==> src/rtl/rs_pkg.sv <==
// Shared types and constants for the Tomasulo reservation station.
// RS_OLDEST_FIRST_EN adds a per-entry age field used for oldest-first issue.
package rs_pkg;

  localparam int unsigned RS_DEPTH = 4;
  localparam int unsigned RS_XLEN  = 32;
  localparam int unsigned RS_ROB_W = 3;
  localparam int unsigned RS_CNT_W = 3;
`ifdef RS_OLDEST_FIRST_EN
  localparam int unsigned RS_AGE_W = 4;
`endif

  localparam logic [6:0] OP_ALU  = 7'b0110011;
  localparam logic [6:0] OP_MUL  = 7'b1100011;
  localparam logic [6:0] OP_LOAD = 7'b0000011;

  typedef enum logic [1:0] {CLS_ADD, CLS_MUL, CLS_LD, CLS_NONE} rs_class_e;

  typedef struct packed {
    logic                busy;
    logic [6:0]          fun7;
    logic [2:0]          fun3;
    logic [11:0]         imm;
    logic [RS_ROB_W-1:0] rob;
    logic [RS_XLEN-1:0]  vj;
    logic [RS_XLEN-1:0]  vk;
    logic [RS_ROB_W-1:0] qj;
    logic [RS_ROB_W-1:0] qk;
    logic                rj;
    logic                rk;
`ifdef RS_OLDEST_FIRST_EN
    logic [RS_AGE_W-1:0] age;
`endif
  } rs_entry_t;

  function automatic rs_class_e rs_decode(input logic [6:0] op);
    case (op)
      OP_ALU:  return CLS_ADD;
      OP_MUL:  return CLS_MUL;
      OP_LOAD: return CLS_LD;
      default: return CLS_NONE;
    endcase
  endfunction

endpackage

==> src/rtl/rs_group.sv <==
// One class's reservation entries: dispatch capture, CDB snoop, issue select, count.
// With RS_OLDEST_FIRST_EN the oldest ready entry wins, ties to the lowest index.
module rs_group
  import rs_pkg::*;
#(
  parameter int unsigned DEPTH   = RS_DEPTH,
  parameter int unsigned XLEN    = RS_XLEN,
  parameter int unsigned ROB_W   = RS_ROB_W,
  parameter bit          IS_LOAD = 1'b0
) (
  input  logic                clk1,
  input  logic                rst_n,
  input  logic                flush,
  input  logic                dis_valid,
  input  logic [6:0]          dis_fun7,
  input  logic [2:0]          dis_fun3,
  input  logic [11:0]         dis_imm,
  input  logic [ROB_W-1:0]    dis_rob,
  input  logic                src1_rdy,
  input  logic [ROB_W-1:0]    src1_tag,
  input  logic [XLEN-1:0]     src1_val,
  input  logic                src2_rdy,
  input  logic [ROB_W-1:0]    src2_tag,
  input  logic [XLEN-1:0]     src2_val,
  input  logic                cdb_valid,
  input  logic [ROB_W-1:0]    cdb_tag,
  input  logic [XLEN-1:0]     cdb_val,
  output logic                iss_valid,
  input  logic                iss_ready,
  output logic [6:0]          iss_fun7,
  output logic [2:0]          iss_fun3,
  output logic [XLEN-1:0]     iss_vj,
  output logic [XLEN-1:0]     iss_vk,
  output logic [11:0]         iss_imm,
  output logic [ROB_W-1:0]    iss_rob,
  output logic [RS_CNT_W-1:0] cnt
);

  localparam int unsigned IDX_W = (DEPTH > 1) ? $clog2(DEPTH) : 1;

  rs_entry_t             ent_q [DEPTH];
  rs_entry_t             ent_d [DEPTH];
  rs_entry_t             new_ent;
  logic [RS_CNT_W-1:0]   cnt_q, cnt_d;
  logic                  accept, free_found, sel_found;
  logic [IDX_W-1:0]      free_idx, sel_idx;

  always_comb begin
    free_found = 1'b0;
    free_idx   = '0;
    sel_found  = 1'b0;
    sel_idx    = '0;
    for (int unsigned i = 0; i < DEPTH; i++) begin
      if (!ent_q[i].busy && !free_found) begin
        free_found = 1'b1;
        free_idx   = IDX_W'(i);
      end
      if (ent_q[i].busy && ent_q[i].rj && ent_q[i].rk) begin
`ifdef RS_OLDEST_FIRST_EN
        if (!sel_found || ent_q[i].age > ent_q[sel_idx].age) begin
`else
        if (!sel_found) begin
`endif
          sel_found = 1'b1;
          sel_idx   = IDX_W'(i);
        end
      end
    end
  end

  assign accept = dis_valid && (32'(cnt_q) < DEPTH);

  // Dispatch-time operand capture, including the same-cycle CDB bypass.
  always_comb begin
    new_ent      = '0;
    new_ent.busy = 1'b1;
    new_ent.fun7 = dis_fun7;
    new_ent.fun3 = dis_fun3;
    new_ent.imm  = dis_imm;
    new_ent.rob  = dis_rob;
    if (src1_rdy) begin
      new_ent.vj = src1_val;
      new_ent.rj = 1'b1;
    end else if (cdb_valid && cdb_tag == src1_tag) begin
      new_ent.vj = cdb_val;
      new_ent.rj = 1'b1;
    end else begin
      new_ent.qj = src1_tag;
    end
    if (IS_LOAD) begin
      new_ent.rk = 1'b1;
    end else if (src2_rdy) begin
      new_ent.vk = src2_val;
      new_ent.rk = 1'b1;
    end else if (cdb_valid && cdb_tag == src2_tag) begin
      new_ent.vk = cdb_val;
      new_ent.rk = 1'b1;
    end else begin
      new_ent.qk = src2_tag;
    end
  end

  always_comb begin
    for (int unsigned i = 0; i < DEPTH; i++) begin
      ent_d[i] = ent_q[i];
      if (ent_q[i].busy && cdb_valid) begin
        if (!ent_q[i].rj && ent_q[i].qj == cdb_tag) begin
          ent_d[i].vj = cdb_val;
          ent_d[i].rj = 1'b1;
        end
        if (!ent_q[i].rk && ent_q[i].qk == cdb_tag) begin
          ent_d[i].vk = cdb_val;
          ent_d[i].rk = 1'b1;
        end
      end
`ifdef RS_OLDEST_FIRST_EN
      if (ent_q[i].busy && ent_q[i].age != '1)
        ent_d[i].age = ent_q[i].age + 1'b1;
`endif
    end
    if (sel_found && iss_ready)
      ent_d[sel_idx].busy = 1'b0;
    if (accept && free_found)
      ent_d[free_idx] = new_ent;
    if (flush)
      for (int unsigned i = 0; i < DEPTH; i++) ent_d[i].busy = 1'b0;
    cnt_d = '0;
    for (int unsigned i = 0; i < DEPTH; i++)
      cnt_d = cnt_d + RS_CNT_W'(ent_d[i].busy);
  end

  always_ff @(posedge clk1 or negedge rst_n) begin
    if (!rst_n) begin
      for (int unsigned i = 0; i < DEPTH; i++) ent_q[i] <= '0;
      cnt_q <= '0;
    end else begin
      for (int unsigned i = 0; i < DEPTH; i++) ent_q[i] <= ent_d[i];
      cnt_q <= cnt_d;
    end
  end

  assign cnt       = cnt_q;
  assign iss_valid = sel_found;
  assign iss_fun7  = sel_found ? ent_q[sel_idx].fun7 : '0;
  assign iss_fun3  = sel_found ? ent_q[sel_idx].fun3 : '0;
  assign iss_vj    = sel_found ? ent_q[sel_idx].vj   : '0;
  assign iss_vk    = sel_found ? ent_q[sel_idx].vk   : '0;
  assign iss_imm   = sel_found ? ent_q[sel_idx].imm  : '0;
  assign iss_rob   = sel_found ? ent_q[sel_idx].rob  : '0;

endmodule

==> src/rtl/reservation_station.sv <==
// Reservation station top: opcode decode and dispatch steering into ADD/MUL/LOAD groups.
// Build option RS_OLDEST_FIRST_EN selects oldest-first issue inside each group.
module reservation_station
  import rs_pkg::*;
#(
  parameter int unsigned DEPTH = RS_DEPTH,
  parameter int unsigned XLEN  = RS_XLEN,
  parameter int unsigned ROB_W = RS_ROB_W
) (
  input  logic             clk1,
  input  logic             rst_n,
  input  logic             flush,
  input  logic             dis_valid,
  input  logic [6:0]       dis_opcode,
  input  logic [6:0]       dis_fun7,
  input  logic [2:0]       dis_fun3,
  input  logic [11:0]      dis_imm,
  input  logic [ROB_W-1:0] dis_rob,
  input  logic             src1_rdy,
  input  logic             src2_rdy,
  input  logic [ROB_W-1:0] src1_tag,
  input  logic [ROB_W-1:0] src2_tag,
  input  logic [XLEN-1:0]  src1_val,
  input  logic [XLEN-1:0]  src2_val,
  input  logic             cdb_valid,
  input  logic [ROB_W-1:0] cdb_tag,
  input  logic [XLEN-1:0]  cdb_val,
  output logic             add_iss_valid,
  input  logic             add_iss_ready,
  output logic [6:0]       add_iss_fun7,
  output logic [2:0]       add_iss_fun3,
  output logic [XLEN-1:0]  add_iss_vj,
  output logic [XLEN-1:0]  add_iss_vk,
  output logic [11:0]      add_iss_imm,
  output logic [ROB_W-1:0] add_iss_rob,
  output logic             mul_iss_valid,
  input  logic             mul_iss_ready,
  output logic [6:0]       mul_iss_fun7,
  output logic [2:0]       mul_iss_fun3,
  output logic [XLEN-1:0]  mul_iss_vj,
  output logic [XLEN-1:0]  mul_iss_vk,
  output logic [11:0]      mul_iss_imm,
  output logic [ROB_W-1:0] mul_iss_rob,
  output logic             ld_iss_valid,
  input  logic             ld_iss_ready,
  output logic [6:0]       ld_iss_fun7,
  output logic [2:0]       ld_iss_fun3,
  output logic [XLEN-1:0]  ld_iss_vj,
  output logic [XLEN-1:0]  ld_iss_vk,
  output logic [11:0]      ld_iss_imm,
  output logic [ROB_W-1:0] ld_iss_rob,
  output logic [2:0]       add_cnt,
  output logic [2:0]       mul_cnt,
  output logic [2:0]       ld_cnt
);

  rs_class_e cls;

  assign cls = rs_decode(dis_opcode);

  rs_group #(.DEPTH(DEPTH), .XLEN(XLEN), .ROB_W(ROB_W), .IS_LOAD(1'b0)) u_add (
    .clk1(clk1), .rst_n(rst_n), .flush(flush),
    .dis_valid(dis_valid && cls == CLS_ADD),
    .dis_fun7(dis_fun7), .dis_fun3(dis_fun3), .dis_imm(dis_imm), .dis_rob(dis_rob),
    .src1_rdy(src1_rdy), .src1_tag(src1_tag), .src1_val(src1_val),
    .src2_rdy(src2_rdy), .src2_tag(src2_tag), .src2_val(src2_val),
    .cdb_valid(cdb_valid), .cdb_tag(cdb_tag), .cdb_val(cdb_val),
    .iss_valid(add_iss_valid), .iss_ready(add_iss_ready),
    .iss_fun7(add_iss_fun7), .iss_fun3(add_iss_fun3),
    .iss_vj(add_iss_vj), .iss_vk(add_iss_vk),
    .iss_imm(add_iss_imm), .iss_rob(add_iss_rob), .cnt(add_cnt)
  );

  rs_group #(.DEPTH(DEPTH), .XLEN(XLEN), .ROB_W(ROB_W), .IS_LOAD(1'b0)) u_mul (
    .clk1(clk1), .rst_n(rst_n), .flush(flush),
    .dis_valid(dis_valid && cls == CLS_MUL),
    .dis_fun7(dis_fun7), .dis_fun3(dis_fun3), .dis_imm(dis_imm), .dis_rob(dis_rob),
    .src1_rdy(src1_rdy), .src1_tag(src1_tag), .src1_val(src1_val),
    .src2_rdy(src2_rdy), .src2_tag(src2_tag), .src2_val(src2_val),
    .cdb_valid(cdb_valid), .cdb_tag(cdb_tag), .cdb_val(cdb_val),
    .iss_valid(mul_iss_valid), .iss_ready(mul_iss_ready),
    .iss_fun7(mul_iss_fun7), .iss_fun3(mul_iss_fun3),
    .iss_vj(mul_iss_vj), .iss_vk(mul_iss_vk),
    .iss_imm(mul_iss_imm), .iss_rob(mul_iss_rob), .cnt(mul_cnt)
  );

  rs_group #(.DEPTH(DEPTH), .XLEN(XLEN), .ROB_W(ROB_W), .IS_LOAD(1'b1)) u_ld (
    .clk1(clk1), .rst_n(rst_n), .flush(flush),
    .dis_valid(dis_valid && cls == CLS_LD),
    .dis_fun7(dis_fun7), .dis_fun3(dis_fun3), .dis_imm(dis_imm), .dis_rob(dis_rob),
    .src1_rdy(src1_rdy), .src1_tag(src1_tag), .src1_val(src1_val),
    .src2_rdy(src2_rdy), .src2_tag(src2_tag), .src2_val(src2_val),
    .cdb_valid(cdb_valid), .cdb_tag(cdb_tag), .cdb_val(cdb_val),
    .iss_valid(ld_iss_valid), .iss_ready(ld_iss_ready),
    .iss_fun7(ld_iss_fun7), .iss_fun3(ld_iss_fun3),
    .iss_vj(ld_iss_vj), .iss_vk(ld_iss_vk),
    .iss_imm(ld_iss_imm), .iss_rob(ld_iss_rob), .cnt(ld_cnt)
  );

endmodule

==> config.mk <==
export PLATFORM = sky130hd
export DESIGN_NAME = reservation_station
export DESIGN_NICKNAME = d
export VERILOG_FILES = /design/src/rtl/rs_pkg.sv /design/src/rtl/rs_group.sv /design/src/rtl/reservation_station.sv
export SDC_FILE = /design/constraint.sdc
export NUM_CORES = 2
export LEC_CHECK = 0
export CORE_ASPECT_RATIO = 0.75
export CORE_UTILIZATION = 38
export DETAILED_ROUTE_END_ITERATION = 16
export HOLD_SLACK_MARGIN = 0.06
export MAX_ROUTING_LAYER = met4
export PLACE_DENSITY = 0.6
export SYNTH_ARGS = -nofsm -noshare
export SYNTH_HDL_FRONTEND = slang
export SYNTH_SLANG_ARGS = --single-unit
==> constraint.sdc <==
create_clock -name clk1 -period 7.1 [get_ports clk1]
set_input_delay 1.42 -clock clk1 [delete_from_list [all_inputs] [get_ports clk1]]
set_output_delay 1.42 -clock clk1 [all_outputs]
set_load 0.02 [all_outputs]
==> results.json <==
{
  "postCtsHoldBufs": 0,
  "critPathCaptureType": "output pin",
  "reg2reg_depth": 10,
  "synth_nets": 6538,
  "route.final.wire_length_um": 248000,
  "die_y_um": 340,
  "p_leak_nw": 33.2,
  "crit_type": "register to output pin",
  "cellPowerDensity_nw_per_um2": 219,
  "hold_class": "register to register",
  "busiest_layer": "met2",
  "slew_headroom": -0.00255,
  "hpwl_um": 147000,
  "met1_usage": 0.430,
  "fin_crit_sh": 0.837,
  "crit_buf_inv": 2,
  "clock-sinks": 1173,
  "ys_seq_area_frac": 0.507,
  "layout_common_cells": "nand2_1, dfrtp_1, a21oi_1",
  "rsz0062_at_grt": "false",
  "dr.pass1.iters": 6,
  "skew_ns": 0.0323,
  "r2r_setup_slack_ns": 3.02,
  "path_cells": "nand3_4 -> nand2b_4 -> buf_4 -> o22ai_1 -> nor2_1 -> clkdlybuf4s50_1",
  "ys_seq_elements": 1173,
  "critPathLaunchType": "register",
  "yosysUniqueCellTypes": 54,
  "ios": 426,
  "clockBufferDepth": 3,
  "hold_viol_final": 0,
  "slowest_stage": "nand2b_4",
  "clk_latency_ns": 0.79,
  "whs_endpoint": "u_ld.ent_q[374]",
  "die_x_um": 453,
  "maxSlewViolCount": 1,
  "gp_congestion": 0.886,
  "critPathArrivalTime_ns": 4.52,
  "grt_pass1_vias": 51700,
  "use_met2": 0.450,
  "r2r_start": "u_add.ent_q[391]",
  "yosysWarnings": 0,
  "antenna_found_initial": 18,
  "avgSynthCellArea_um2": 9.07,
  "grt_pass1_wl_um": 360000,
  "fin_tns_setup_ns": 0,
  "routed_via_density": 6.26,
  "final_cell_count_no_fill": 8514,
  "coreArea_um2": 151000,
  "fill_cells": 14300,
  "status": "complete, but fails checks",
  "ir_drop_uv": 258,
  "antenna_left": 0,
  "async_flop_share": 1.00,
  "worstMarginPinSlew_ns": 1.50,
  "fmax_ghz": 0.168,
  "drtIter0Drc": 7639,
  "hold-path-cell-count": 2,
  "critPathTopFamily": "simple AND/OR/NAND/NOR gates",
  "post_cts_resized": 0,
  "critical_path.max_fanout": 62,
  "portBuffers": 425,
  "p_clk_frac": 0.467,
  "violations": "max-capacitance violations, max-slew violations",
  "initial_core_util": 0.385,
  "timing.final.ws_setup_ns": 1.16,
  "synth-edff-count": 0,
  "synthCells": 6382,
  "switching_share": 0.254,
  "num_rows": 123,
  "grt-ovfl-total": 0,
  "vias": 53300,
  "drc_errors": 0,
  "cts.clk_slew.worst_paths_ns": 0.06,
  "root_buffer": "clkbuf_16",
  "syn2layout_area_growth_pct": 17.6,
  "grt_max_degree": 174,
  "layout_commonest_cell": "nand2_1",
  "synth_top_area_share": 0.507,
  "ys.flop_type": "dfrtp_1",
  "dieArea_um2": 154000,
  "cpPeakStageDelay_ns": 0.98,
  "tritoncts": "yes",
  "syn_area_um2": 57900,
  "drv_cap": 1,
  "reg2reg_to": "u_add.cnt[1]",
  "required_ns": 5.68,
  "grtUsageTotal": 0.323,
  "setup_viol": 0,
  "nets": 6556,
  "hp-start": "u_ld.ent_q[374]",
  "p_int_mw": 11.1,
  "cts_buffers": 132,
  "seq_power_share": 0.468,
  "cts_max_level": 4,
  "wl_per_cell_um": 29.1,
  "synth_top_cell_by_area": "dfrtp_1",
  "drive_gt1_frac": 0.0797,
  "post_cts_buffers": 0,
  "p_sw_mw": 3.79,
  "dp_cells": 8266,
  "preCtsSetupSlack_ns": 1.99,
  "fin_crit_ns": 5.94,
  "grt_use_met3": 0.0923,
  "synth.area.top_cells": "dfrtp_1, nand2_1, a22oi_1",
  "combPwrFrac": 0.065,
  "whs_ns": 0.466
}
## cells by family (layout without fill, tap and decap cells)
| group | count (synthesis) | after routing | share of synthesized area |
|---|---|---|---|
| AND/OR/NAND/NOR | 2185 | 2185 | 0.162 |
| buffers and inverters | 770 | 888 | 0.0521 |
| XOR/XNOR | 66 | 66 | 0.00999 |
| adder cells (fa/ha/maj) | 9 | 9 | 0.00233 |
| other | 0 | 14 | 0 |
| multiplexers | 275 | 275 | 0.0481 |
| flip-flops | 1173 | 1173 | 0.507 |
| AO/OA/AOI/OAI | 1904 | 1904 | 0.219 |
## through the flow
stage / util / total power [mW] / area (µm²)
2_1_floorplan: - / 7.46 / 57900
3_3_place_gp: 0.424 / 8.01 / 63800
3_5_place_dp: 0.424 / 8.03 / 63800
4_1_cts: 0.452 / 15.0 / 68100
5_1_grt: 0.452 / 15.3 / 68100
6_report: 0.452 / 14.9 / 68100
## Yosys cell counts (all sizes together), types with 5 or more instances
library cell  instances
xor2                 18
dfrtp              1173
inv                  31
and3b                17
nor2b               131
and4                 25
buf                 154
o22ai               178
a221oi              364
clkbuf              585
a311oi                7
ha                    6
nor2                377
a22oi               498
nor4                 18
o21ai                95
nor3                 15
mux2i               250
nand2b                5
xnor2                48
nand2              1424
a31oi                64
nand3b               11
nand3                30
a21oi               628
mux2                 25
and2                 76
nand4                21
and4b                 5
a211oi               59
or4                  14
## worst max path at each step
stage / startpoint / endpoint / slack, ns / depth (start not counted)
floorplan: dis_opcode[2] / u_ld.cnt[1] / 3.24 / 13
global placement: u_add.ent_q[391] / add_iss_rob[2] / 2.02 / 6
detailed placement: u_ld.ent_q[293] / ld_iss_vj[4] / 1.99 / 6
CTS: u_ld.ent_q[293] / ld_iss_vj[4] / 1.14 / 6
global route: u_add.ent_q[391] / add_iss_rob[2] / 0.99 / 6
finish: u_add.ent_q[391] / add_iss_rob[2] / 1.16 / 6
## metal layers
metal  wire (µm)  share of wire
met5           0              0
met4       12100          0.049
met3       27300           0.11
met1      102000           0.41
met2      106000           0.43
## area by class of cell
class | instances | area, µm² | area share
Antenna cell | 14 | 35.0 | 0.000514
Clock inverter | 44 | 425 | 0.00625
Tap cell | 2000 | 2500 | 0.0367
Clock buffer | 190 | 3880 | 0.0569
Sequential cell | 1173 | 29400 | 0.431
Multi-Input combinational cell | 4439 | 26000 | 0.381
Timing Repair Buffer | 623 | 5830 | 0.0856
Inverter | 31 | 116 | 0.00171
## flip-flops by register name, indices dropped and copies added, names as in the netlist
name / cells
u_add.cnt: 3
u_add.ent_q: 392
u_ld.cnt: 3
u_ld.ent_q: 380
u_mul.cnt: 3
u_mul.ent_q: 392
## power by group through the flow
stage	Clock [mW]	Combinational [mW]	Sequential (mW)
6_report	6.97	0.973	6.97
3_3_place_gp	0	0.925	7.09
3_5_place_dp	0	0.948	7.08
2_1_floorplan	0	0.402	7.05
5_1_grt	7.30	1.04	6.99
4_1_cts	7.04	0.949	6.97
## worst min-delay path, stage by stage (launching register included)
cell,delay (ns)
dfrtp_1,0.34
nand2_1,0.05
nand2_1,0.05
Note: power is estimated with default switching activity, not from simulation.
